==> config.mk <==
export PLATFORM = sky130hd
export DESIGN_NAME = avm_hammer_bridge
export DESIGN_NICKNAME = d
export VERILOG_FILES = /design/src/rtl/hammer_pkg.sv /design/src/rtl/avm_hammer_bridge_sync_fifo.sv /design/src/rtl/avm_hammer_bridge.sv
export SDC_FILE = /design/constraint.sdc
export NUM_CORES = 1
export LEC_CHECK = 0
export ABC_AREA = 0
export CAP_MARGIN = 20
export CORE_ASPECT_RATIO = 0.5
export CORE_MARGIN = 3
export CORE_UTILIZATION = 30
export CTS_CLUSTER_SIZE = 14
export DETAILED_ROUTE_END_ITERATION = 10
export GPL_ROUTABILITY_DRIVEN = 0
export PLACE_DENSITY_LB_ADDON = 0.25
export SETUP_SLACK_MARGIN = 0.4
export SYNTH_ARGS = -nofsm -noshare
export SYNTH_HDL_FRONTEND = slang
export SYNTH_HIERARCHICAL = 1
export SYNTH_SLANG_ARGS = --single-unit
==> constraint.sdc <==
create_clock -name clk -period 14.31 [get_ports clk]
set_clock_uncertainty 0.1 [all_clocks]
set_input_delay 2.1465 -clock clk [delete_from_list [all_inputs] [get_ports clk]]
set_output_delay 2.1465 -clock clk [all_outputs]
set_load 0.005 [all_outputs]
==> src/rtl/hammer_pkg.sv <==
// Shared types and constants for the hammer-test Avalon-MM bridge.
package hammer_pkg;

  localparam int CMD_ADDR_W = 64;
  localparam int CMD_WORD_W = 64;

  localparam logic [2:0] AVM_BURST_ONE = 3'd1;

  function automatic int byteen_width(input int word_width);
    return word_width / 8;
  endfunction

  localparam int BYTEEN_W = byteen_width(CMD_WORD_W);

  // Sized for the widest supported request; narrower instances zero-extend into it.
  typedef struct packed {
    logic [CMD_ADDR_W-1:0] address;
    logic [CMD_WORD_W-1:0] wdata;
    logic                  is_write;
    logic                  keep;
  } cmd_t;

endpackage

==> src/rtl/avm_hammer_bridge_sync_fifo.sv <==
// Show-ahead synchronous FIFO with occupancy count; used for read tags and responses.
module sync_fifo #(
  parameter int WIDTH = 1,
  parameter int DEPTH = 8
) (
  input  logic                       clk,
  input  logic                       reset,
  input  logic                       push_i,
  input  logic [WIDTH-1:0]           data_i,
  input  logic                       pop_i,
  output logic [WIDTH-1:0]           data_o,
  output logic [$clog2(DEPTH):0]     count_o
);

  localparam int PTR_W = $clog2(DEPTH);
  localparam int CNT_W = PTR_W + 1;

  logic [WIDTH-1:0] mem_q [DEPTH];
  logic [PTR_W-1:0] wr_ptr_q, rd_ptr_q;
  logic [CNT_W-1:0] count_q;
  logic             do_push, do_pop;

  // A pop on empty is ignored; a push on full is only taken alongside a pop.
  assign do_pop  = pop_i & (count_q != '0);
  assign do_push = push_i & ((count_q != CNT_W'(DEPTH)) | do_pop);

  // NOTE: sequential state uses non-blocking assignments so every register samples pre-edge values.
  always_ff @(posedge clk) begin
    if (reset) begin
      wr_ptr_q <= '0;
      rd_ptr_q <= '0;
      count_q  <= '0;
    end else begin
      if (do_push) wr_ptr_q <= wr_ptr_q + 1'b1;
      if (do_pop)  rd_ptr_q <= rd_ptr_q + 1'b1;
      count_q <= count_q + CNT_W'(do_push) - CNT_W'(do_pop);
    end
  end

  // NOTE: storage is not reset; pointers and count define validity, so the array maps to plain RAM.
  always_ff @(posedge clk) begin
    if (do_push) mem_q[wr_ptr_q] <= data_i;
  end

  assign data_o  = mem_q[rd_ptr_q];
  assign count_o = count_q;

endmodule

==> src/rtl/avm_hammer_bridge.sv <==
// Registers hammer-test read/write requests onto an Avalon-MM master with read credits and a response FIFO.
module avm_hammer_bridge
  import hammer_pkg::*;
#(
  parameter  int ADDR_WIDTH      = CMD_ADDR_W,
  parameter  int AVM_ADDR_WIDTH  = 25,
  parameter  int WORD_WIDTH      = CMD_WORD_W,
  parameter  int MAX_OUTSTANDING = 8,
  localparam int CNT_W           = $clog2(MAX_OUTSTANDING) + 1
) (
  input  logic                      clk,
  input  logic                      reset,
  input  logic [ADDR_WIDTH-1:0]     req_address,
  input  logic [WORD_WIDTH-1:0]     req_wdata,
  input  logic                      req_write,
  input  logic                      req_read,
  input  logic                      req_keep,
  output logic                      req_wait,
  output logic                      rsp_valid,
  output logic [WORD_WIDTH-1:0]     rsp_data,
  input  logic                      rsp_ack,
  output logic [AVM_ADDR_WIDTH-1:0] avm_address,
  output logic                      avm_read,
  output logic                      avm_write,
  output logic [WORD_WIDTH-1:0]     avm_writedata,
  output logic [WORD_WIDTH/8-1:0]   avm_byteenable,
  output logic [2:0]                avm_burstcount,
  input  logic                      avm_waitrequest,
  input  logic                      avm_readdatavalid,
  input  logic [WORD_WIDTH-1:0]     avm_readdata,
  output logic [CNT_W-1:0]          outstanding,
  output logic                      err_unexpected_rdv,
  output logic                      err_dual_req
);

  localparam int SUM_W = CNT_W + 2;

  if (MAX_OUTSTANDING < 2 || (MAX_OUTSTANDING & (MAX_OUTSTANDING - 1)) != 0) begin : g_bad_depth
    $error("MAX_OUTSTANDING must be a power of 2 and at least 2");
  end

  cmd_t             cmd_q, cmd_d;
  logic             cmd_full_q, cmd_full_d;
  logic [CNT_W-1:0] kept_inflight_q, kept_inflight_d;
  logic             err_rdv_q, err_rdv_d;
  logic             err_dual_q, err_dual_d;

  logic             accept, retire, rd_retire, rdv_ok;
  logic             pend_rd, pend_keep, read_ok;
  logic             tag_head, rsp_push, rsp_pop;
  logic [CNT_W-1:0] rsp_count;
  logic [SUM_W-1:0] rd_load, keep_load;

  assign retire    = cmd_full_q & ~avm_waitrequest;
  assign rd_retire = retire & ~cmd_q.is_write;
  assign pend_rd   = cmd_full_q & ~cmd_q.is_write;
  assign pend_keep = pend_rd & cmd_q.keep;
  assign rdv_ok    = avm_readdatavalid & (outstanding != '0);

  // Credits count only registered state, so a return in this cycle frees nothing until the next.
  assign rd_load   = SUM_W'(outstanding) + SUM_W'(pend_rd);
  assign keep_load = SUM_W'(rsp_count) + SUM_W'(kept_inflight_q) + SUM_W'(pend_keep);
  assign read_ok   = (rd_load < SUM_W'(MAX_OUTSTANDING)) &
                     (~req_keep | (keep_load < SUM_W'(MAX_OUTSTANDING)));

  assign req_wait  = (cmd_full_q & avm_waitrequest) | (req_read & ~read_ok);
  assign accept    = (req_read | req_write) & ~req_wait;

  // NOTE: every always_comb output gets a default first so no path leaves it unassigned (no latches).
  always_comb begin
    cmd_d      = cmd_q;
    cmd_full_d = cmd_full_q;
    if (retire) cmd_full_d = 1'b0;
    if (accept) begin
      cmd_full_d     = 1'b1;
      cmd_d.address  = CMD_ADDR_W'(req_address);
      cmd_d.wdata    = CMD_WORD_W'(req_wdata);
      cmd_d.is_write = req_write;
      cmd_d.keep     = req_keep;
    end
  end

  always_comb begin
    kept_inflight_d = kept_inflight_q
                    + CNT_W'(rd_retire & cmd_q.keep)
                    - CNT_W'(rdv_ok & tag_head);
    err_rdv_d  = err_rdv_q | (avm_readdatavalid & (outstanding == '0));
    err_dual_d = err_dual_q | (accept & req_read & req_write);
  end

  always_ff @(posedge clk) begin
    if (reset) begin
      cmd_q           <= '0;
      cmd_full_q      <= 1'b0;
      kept_inflight_q <= '0;
      err_rdv_q       <= 1'b0;
      err_dual_q      <= 1'b0;
    end else begin
      cmd_q           <= cmd_d;
      cmd_full_q      <= cmd_full_d;
      kept_inflight_q <= kept_inflight_d;
      err_rdv_q       <= err_rdv_d;
      err_dual_q      <= err_dual_d;
    end
  end

  // The tag FIFO occupancy is the outstanding-read count; its head says whether to keep the data.
  sync_fifo #(
    .WIDTH (1),
    .DEPTH (MAX_OUTSTANDING)
  ) u_tag_fifo (
    .clk     (clk),
    .reset   (reset),
    .push_i  (rd_retire),
    .data_i  (cmd_q.keep),
    .pop_i   (rdv_ok),
    .data_o  (tag_head),
    .count_o (outstanding)
  );

  assign rsp_push = rdv_ok & tag_head;
  assign rsp_pop  = rsp_ack & rsp_valid;

  sync_fifo #(
    .WIDTH (WORD_WIDTH),
    .DEPTH (MAX_OUTSTANDING)
  ) u_rsp_fifo (
    .clk     (clk),
    .reset   (reset),
    .push_i  (rsp_push),
    .data_i  (avm_readdata),
    .pop_i   (rsp_pop),
    .data_o  (rsp_data),
    .count_o (rsp_count)
  );

  assign rsp_valid          = (rsp_count != '0);
  assign avm_read           = cmd_full_q & ~cmd_q.is_write;
  assign avm_write          = cmd_full_q & cmd_q.is_write;
  assign avm_address        = cmd_q.address[AVM_ADDR_WIDTH-1:0];
  assign avm_writedata      = cmd_q.wdata[WORD_WIDTH-1:0];
  assign avm_byteenable     = '1;
  assign avm_burstcount     = AVM_BURST_ONE;
  assign err_unexpected_rdv = err_rdv_q;
  assign err_dual_req       = err_dual_q;

  // Upper address bits beyond the controller word address are intentionally dropped.
  logic unused_bits;
  assign unused_bits = ^{req_address, cmd_q.address, cmd_q.wdata};

endmodule

==> results of run 1 <==
-- final cells by class --
type	instances	share of cell area
Sequential cell	644	0.560
Multi-Input combinational cell	669	0.224
Timing Repair Buffer	352	0.107
Clock buffer	73	0.0492
Tap cell	1170	0.0453
Clock inverter	34	0.0118
Inverter	19	0.00221
Antenna cell	2	0.000155
-- per-layer routing --
layer  share of wire  vias up  track usage
met5               0        -            0
met4           0.022        0       0.0353
met3           0.037       82       0.0238
met2            0.51      184        0.223
met1            0.43     6825        0.162
li1                -     6120            -
-- cells in the final DEF, fill, tap and decap left out, types with 11 or more instances in the layout --
cell type	instances
nand2b_1	185
dfxtp_1	121
nor2_1	17
clkbuf_16	61
buf_4	29
inv_1	19
edfxtp_1	520
nand2_1	22
mux4_2	128
clkinv_1	14
ha_1	22
conb_1	11
clkdlybuf4s50_1	322
nor2b_1	21
mux2i_1	92
mux2_2	71
-- cell families after synthesis --
kind of cell | count (synthesis)
fa+ha+maj | 25
mux | 293
buf+inv | 193
flops | 644
simple gates | 294
xor+xnor | 7
other cells | 2
compound gates | 39
-- registers in the layout, summed over array words and instances (netlist names), named ones only --
register / count
cmd_full_q: 1
u_tag_fifo/wr_ptr_q: 3
u_tag_fifo/mem_q: 8
avm_address: 25
u_rsp_fifo/count_o: 4
avm_writedata: 64
kept_inflight_q: 4
u_rsp_fifo/mem_q: 512
u_rsp_fifo/wr_ptr_q: 3
u_rsp_fifo/rd_ptr_q: 3
err_unexpected_rdv: 1
u_tag_fifo/rd_ptr_q: 3
err_dual_req: 1
u_tag_fifo/count_o: 4
cmd_q: 2
-- power by group --
group          total, mW  internal (mW)  switching, mW
combinational      0.993          0.569          0.423
clock               1.62          0.901          0.717
sequential          2.24           2.16         0.0884
-- synth_stat cells, types with 3 or more instances --
library cell / number
a21oi_1: 10
a31oi_1: 5
a41oi_1: 3
and2_1: 3
buf_1: 10
buf_2: 5
buf_4: 103
buf_6: 12
buf_8: 9
clkbuf_1: 35
dfxtp_1: 124
edfxtp_1: 520
fa_1: 3
ha_1: 22
inv_1: 19
mux2_2: 71
mux2i_1: 92
mux4_2: 128
nand2_1: 22
nand2b_1: 185
nand3_1: 4
nand4_1: 8
nor2_1: 17
nor2b_1: 21
nor3_1: 5
nor3b_1: 4
nor4_1: 5
nor4b_1: 8
o21ai_0: 3
xnor2_1: 3
xor2_1: 4
-- worst register-to-register path, cell delays in order, from the launching register on --
cell and delay [ps]:
dfxtp_1 440, nor4_1 110, nor2b_1 420, and2_1 500
nand2_1 250, nor4b_2 870, buf_4 560, buf_4 660
-- worst max-delay path by stage --
| stage | endpoint | slack [ps] | cells past startpoint |
|---|---|---|---|
| finish | rsp_data[11] | 8010 | 5 |
| global route | rsp_data[32] | 7760 | 5 |
| CTS | rsp_data[11] | 7820 | 5 |
| detailed placement | u_rsp_fifo/mem_q[6][34] | 7760 | 7 |
| global placement | u_rsp_fifo/mem_q[6][34] | 7840 | 7 |
| floorplan | u_rsp_fifo/mem_q[5][0] | 3850 | 5 |
==> results.md, run 1 <==
* Status: completed
* Post-synth EDFFs at 520
* Die H at 216 um
* Vias per inst at about 4.5
* CP Capture Type: output port
* Dominant synthesized flop cell: edfxtp_1
* Critical R2R Capture: u_rsp_fifo/mem_q[6][38]
* Arr. time, crit path at between 4000 and 5000 ps
* Syn. warnings at 6
* Overall Global Routing Usage at 0.128
* Critical Path Most Common Cell: buf_4
* Post-synthesis register bit count at around 640
* Synth top area share at 0.588
* Total power draw at just under 5 mW
* Post-Synth XOR/XNOR Area at 0.00231
* Grt total ovfl at 0
* Critical path type: reg -> out
* Min-delay src: u_rsp_fifo/rd_ptr_q[1]
* Setup TNS at 0 ps
* Hold_ws at roughly 340 ps
* Crit Path Max Fanout at 45
* Largest net degree at the start of global routing at 95
* DR pass1 iterations at 4
* Post-cts resize count at 0
* Max-cap violations at 0
* Hold Vio Cnt, Final at 0
* Worst-margin pin slew at roughly 1100 ps
* Fmax at roughly 0.16 GHz
* Sequential cell area at between 15000 and 20000 um2
* Slew Viols, Final at 0
* Die Area at 92300 um2
* Max VDD drop at ~0.10 mV
* Synthesized cell area at ~27000 um2
* Share of cells above drive strength 1 at 0.185
* Worst path cell trace: buf_4, buf_4, mux4_2, mux2_2, clkdlybuf4s50_1
* Final Cycle Share at 0.440
* Die X at around 430 um
* HP Class: reg -> reg
* CP max stage delay at a little under 800 ps
* Port-buffer cells at between 300 and 400
* Drt first-iter violations at approximately 550
* Fin nets at just under 2000
* R2R Setup Slk at about 10000 ps
* Critical path's top delay family: buffers and inverters
* Slowest stage cell, crit path: dfxtp_4
* Post-route cell area at around 32000 um2
* Ranking of synthesized cells by area: edfxtp_1, mux4_2, dfxtp_1, nand2b_1, mux2i_1
* Total I/O pin count at about 370
* Htree depth at 2
* Vias in the first global route at about 14000
* Largest family of logic cells by synthesized area: multiplexers
* Clock root buffer: clkbuf_16
* Hold Buf Count CTS at 0
* Layout area overhead at 21.7%
* Adder-cell area share of the yosys netlist at 0.0126
* Cell variety after synth at 54
* Dpl ws at just under 8000 ps
* Post-Layout Cell Count at around 3000
* Final Setup Violations at 0
* Final Worst Setup Slack at between 8000 and 9000 ps
* Mux cell area share after synthesis at 0.175
* Initial antenna violation count at 2
* Dpl hpwl at approximately 34 mm
* Multi-input logic area at between 7000 and 8000 um2
* First-pass GRT wire length at 89.8 mm
* R2R depth at 7
* DRT antenna net count at 0
* WL/cell at between 15 and 20 um
* Postcts setup bufs at 0
* FF-to-FF Start: u_tag_fifo/count_o[1]
* Hold Path Stages at 2
* Initial core utilization at 0.305
* CTS tree: yes
* Synth Area in Simple Gates at 0.0671
* Syn Inst Count at approximately 1500
* Lkg Pwr at ~11 nW
* WP data required at 12060 ps
* Seq/Total Area, Yosys at 0.682
* Worst-path clk slew at 60 ps
* RSZ-0062 raised after global routing: false
* Yosys top cell by area: edfxtp_1
* Buf/Inv on CP at 3
* Via count at 13211
* Num CTS Buffers at 61
* Avg Cell Area, Syn at approximately 18 um2
* Startpoint types: flop
* Core Region at a little under 90000 um2
* Max_slew headroom at 0.263
* Row cnt at 76
* Tmin final at ~6300 ps
* Pwr Density at around 150 nW/um2
* Final WL at between 50 and 60 mm
* Detailed-route DRC error count at 0
* Fill count at approximately 8000
* Final core occ at 0.372
* Async set or reset register ratio after synthesis at 0
* Post-Place Cells at approximately 2900
* Clock Path Buffers at 3
* Clk sinks at 644
* Compound-Gate Fraction of Synth Area at 0.0112
* Clk Latency, worst-skew pair at between 600 and 700 ps
* Placed cell area at between 30000 and 40000 um2
No activity file was read; power rests on OpenSTA's default activity.
==> run 2: changes to the inputs <==
clock period = 5.6 ns   (was 14.31 ns; I/O delays follow)
==> run 2 against run 1 <==
Effect of this change: combinational power rose to 2.6 times the previous value; register-to-register slack got worse by 7600 ps; die area did not move; largest cell class unchanged; highest routed layer unchanged.
==> results.md, run 2 (synthesis gave the netlist of run 1 again) <==
* Status: completed
* DR pass1 iterations at 4
* CP max stage delay at approximately 710 ps
* Slew Viols, Final at 0
* Register name with the most flops: u_rsp_fifo/mem_q
* Fmax at between 0.2 and 0.3 GHz
* Fin nets at 1968
* Drt first-iter violations at around 710
* Die X at roughly 430 um
* Tmin final at between 3000 and 4000 ps
* Largest net degree at the start of global routing at 91
* WL/cell at roughly 20 um
* Startpoint types: flop
* Num CTS Buffers at between 60 and 70
* Most frequent cells in the layout: edfxtp_1, clkdlybuf4s50_1, nand2b_1, mux4_2, dfxtp_1
* Worst path cell trace: buf_4, mux4_2, mux2_2, clkdlybuf4s50_1
* Initial antenna violation count at 0
* Overall Global Routing Usage at 0.124
* Core Region at ~87000 um2
* Vias in the first global route at around 14000
* Clk sinks at ~640
* Hold Buf Count CTS at 0
* Total power draw at approximately 13 mW
* Hold Vio Cnt, Final at 0
* Most common cell after layout, fill and taps aside: edfxtp_1
* Clock root buffer: clkbuf_16
* Pwr Density at 385 nW/um2
* Postcts setup bufs at 0
* HP Class: reg -> reg
* DRT antenna net count at 0
* Fill count at ~8000
* WP data required at around 4700 ps
* Clock Path Buffers at 3
* Max VDD drop at 0.272 mV
* Setup TNS at 0 ps
* Final Cycle Share at 0.700
* Initial core utilization at 0.305
* CTS tree: yes
* Final Setup Violations at 0
* Dpl ws at between 1500 and 2000 ps
* CP Capture Type: output port
* Grt total ovfl at 0
* Final WL at just under 60 mm
* Crit Path Max Fanout at 34
* Row cnt at between 70 and 80
* Detailed-route DRC error count at 0
* Critical path type: reg -> out
* Final Worst Setup Slack at between 1500 and 2000 ps
* Worst-margin pin slew at around 1000 ps
* Worst-path clk slew at 70 ps
* Total I/O pin count at about 370
* Largest register FFs at roughly 510
* Die H at between 200 and 250 um
* Port-buffer cells at about 320
* Htree depth at 2
* Share of cells above drive strength 1 at 0.184
* Slowest stage cell, crit path: dfxtp_4
* RSZ-0062 raised after global routing: false
* Arr. time, crit path at between 2000 and 3000 ps
* First-pass GRT wire length at ~88 mm
* Via count at 13208
* Die Area at just over 90000 um2
* Dpl hpwl at 32.7 mm
* Max_slew headroom at 0.343
* Vias per inst at approximately 4.5
* Layout area overhead at 22.6%
* Antenna Cells at 0
* Clk Latency, worst-skew pair at 630 ps
* Max-cap violations at 0
* Hold_ws at between 300 and 400 ps
* Lkg Pwr at ~11 nW
* Post-cts resize count at 0
## run 2: cell count changes in the layout (fill, tap and decap cells not counted), moves of 2 or more
cell	before	now
nor4_2	2	0
nor4b_2	4	0
clkinv_4	4	0
nor4b_4	0	4
nor3_4	1	3
buf_12	1	10
inv_6	0	2
buf_4	29	16
nor4_4	0	2
clkbuf_1	10	18
diode_2	2	0
## run 2: worst max-delay path: cells and delay by family (launching register included)
family                 cells  cell delay, ps
DFF                        1             710
muxes                      2             660
buffers and inverters      2             960
## run 2: final timing paths
path                                       startpoint  slack [ps]  depth (start not counted)                     end
worst min register to register        avm_address[10]         370                          2         avm_address[10]
worst min-delay path                  avm_address[10]         370                          2         avm_address[10]
worst max register to register  u_rsp_fifo/count_o[1]        2450                          7  u_rsp_fifo/mem_q[3][5]
worst max-delay path                             flop        1680                          4            rsp_data[52]
## run 2: final cells by class
type	count	area, um2	area share
clock buffer	83	1650	0.0508
sequential	644	18100	0.557
clock inverter	33	383	0.0118
tap	1170	1460	0.0450
inverter	19	71.3	0.00219
multi-input combinational	669	7310	0.225
timing repair buffer	348	3540	0.109
## run 2: metrics by stage
stage | std cells | util | area [um2]
final | 2966 | 0.374 | 32500
after global placement | 2850 | 0.351 | 30500
after detailed placement | 2850 | 0.351 | 30500
after CTS | 2966 | 0.374 | 32500
after floorplan | 1506 | - | 26700
after global routing | 2966 | 0.374 | 32500
## run 2: where the power goes
| part | internal (mW) | switching [mW] | total (mW) |
|---|---|---|---|
| combinational | 1.47 | 1.08 | 2.55 |
| sequential | 5.51 | 0.247 | 5.76 |
| clock | 2.40 | 1.83 | 4.23 |
## run 2: per-layer routing
layer  vias up  share of wire  global-route usage
met1      6808           0.43               0.162
met4         0          0.018              0.0291
met2       193           0.51               0.215
met5         -              0                   0
met3        74          0.038              0.0224
li1       6133              -                   -
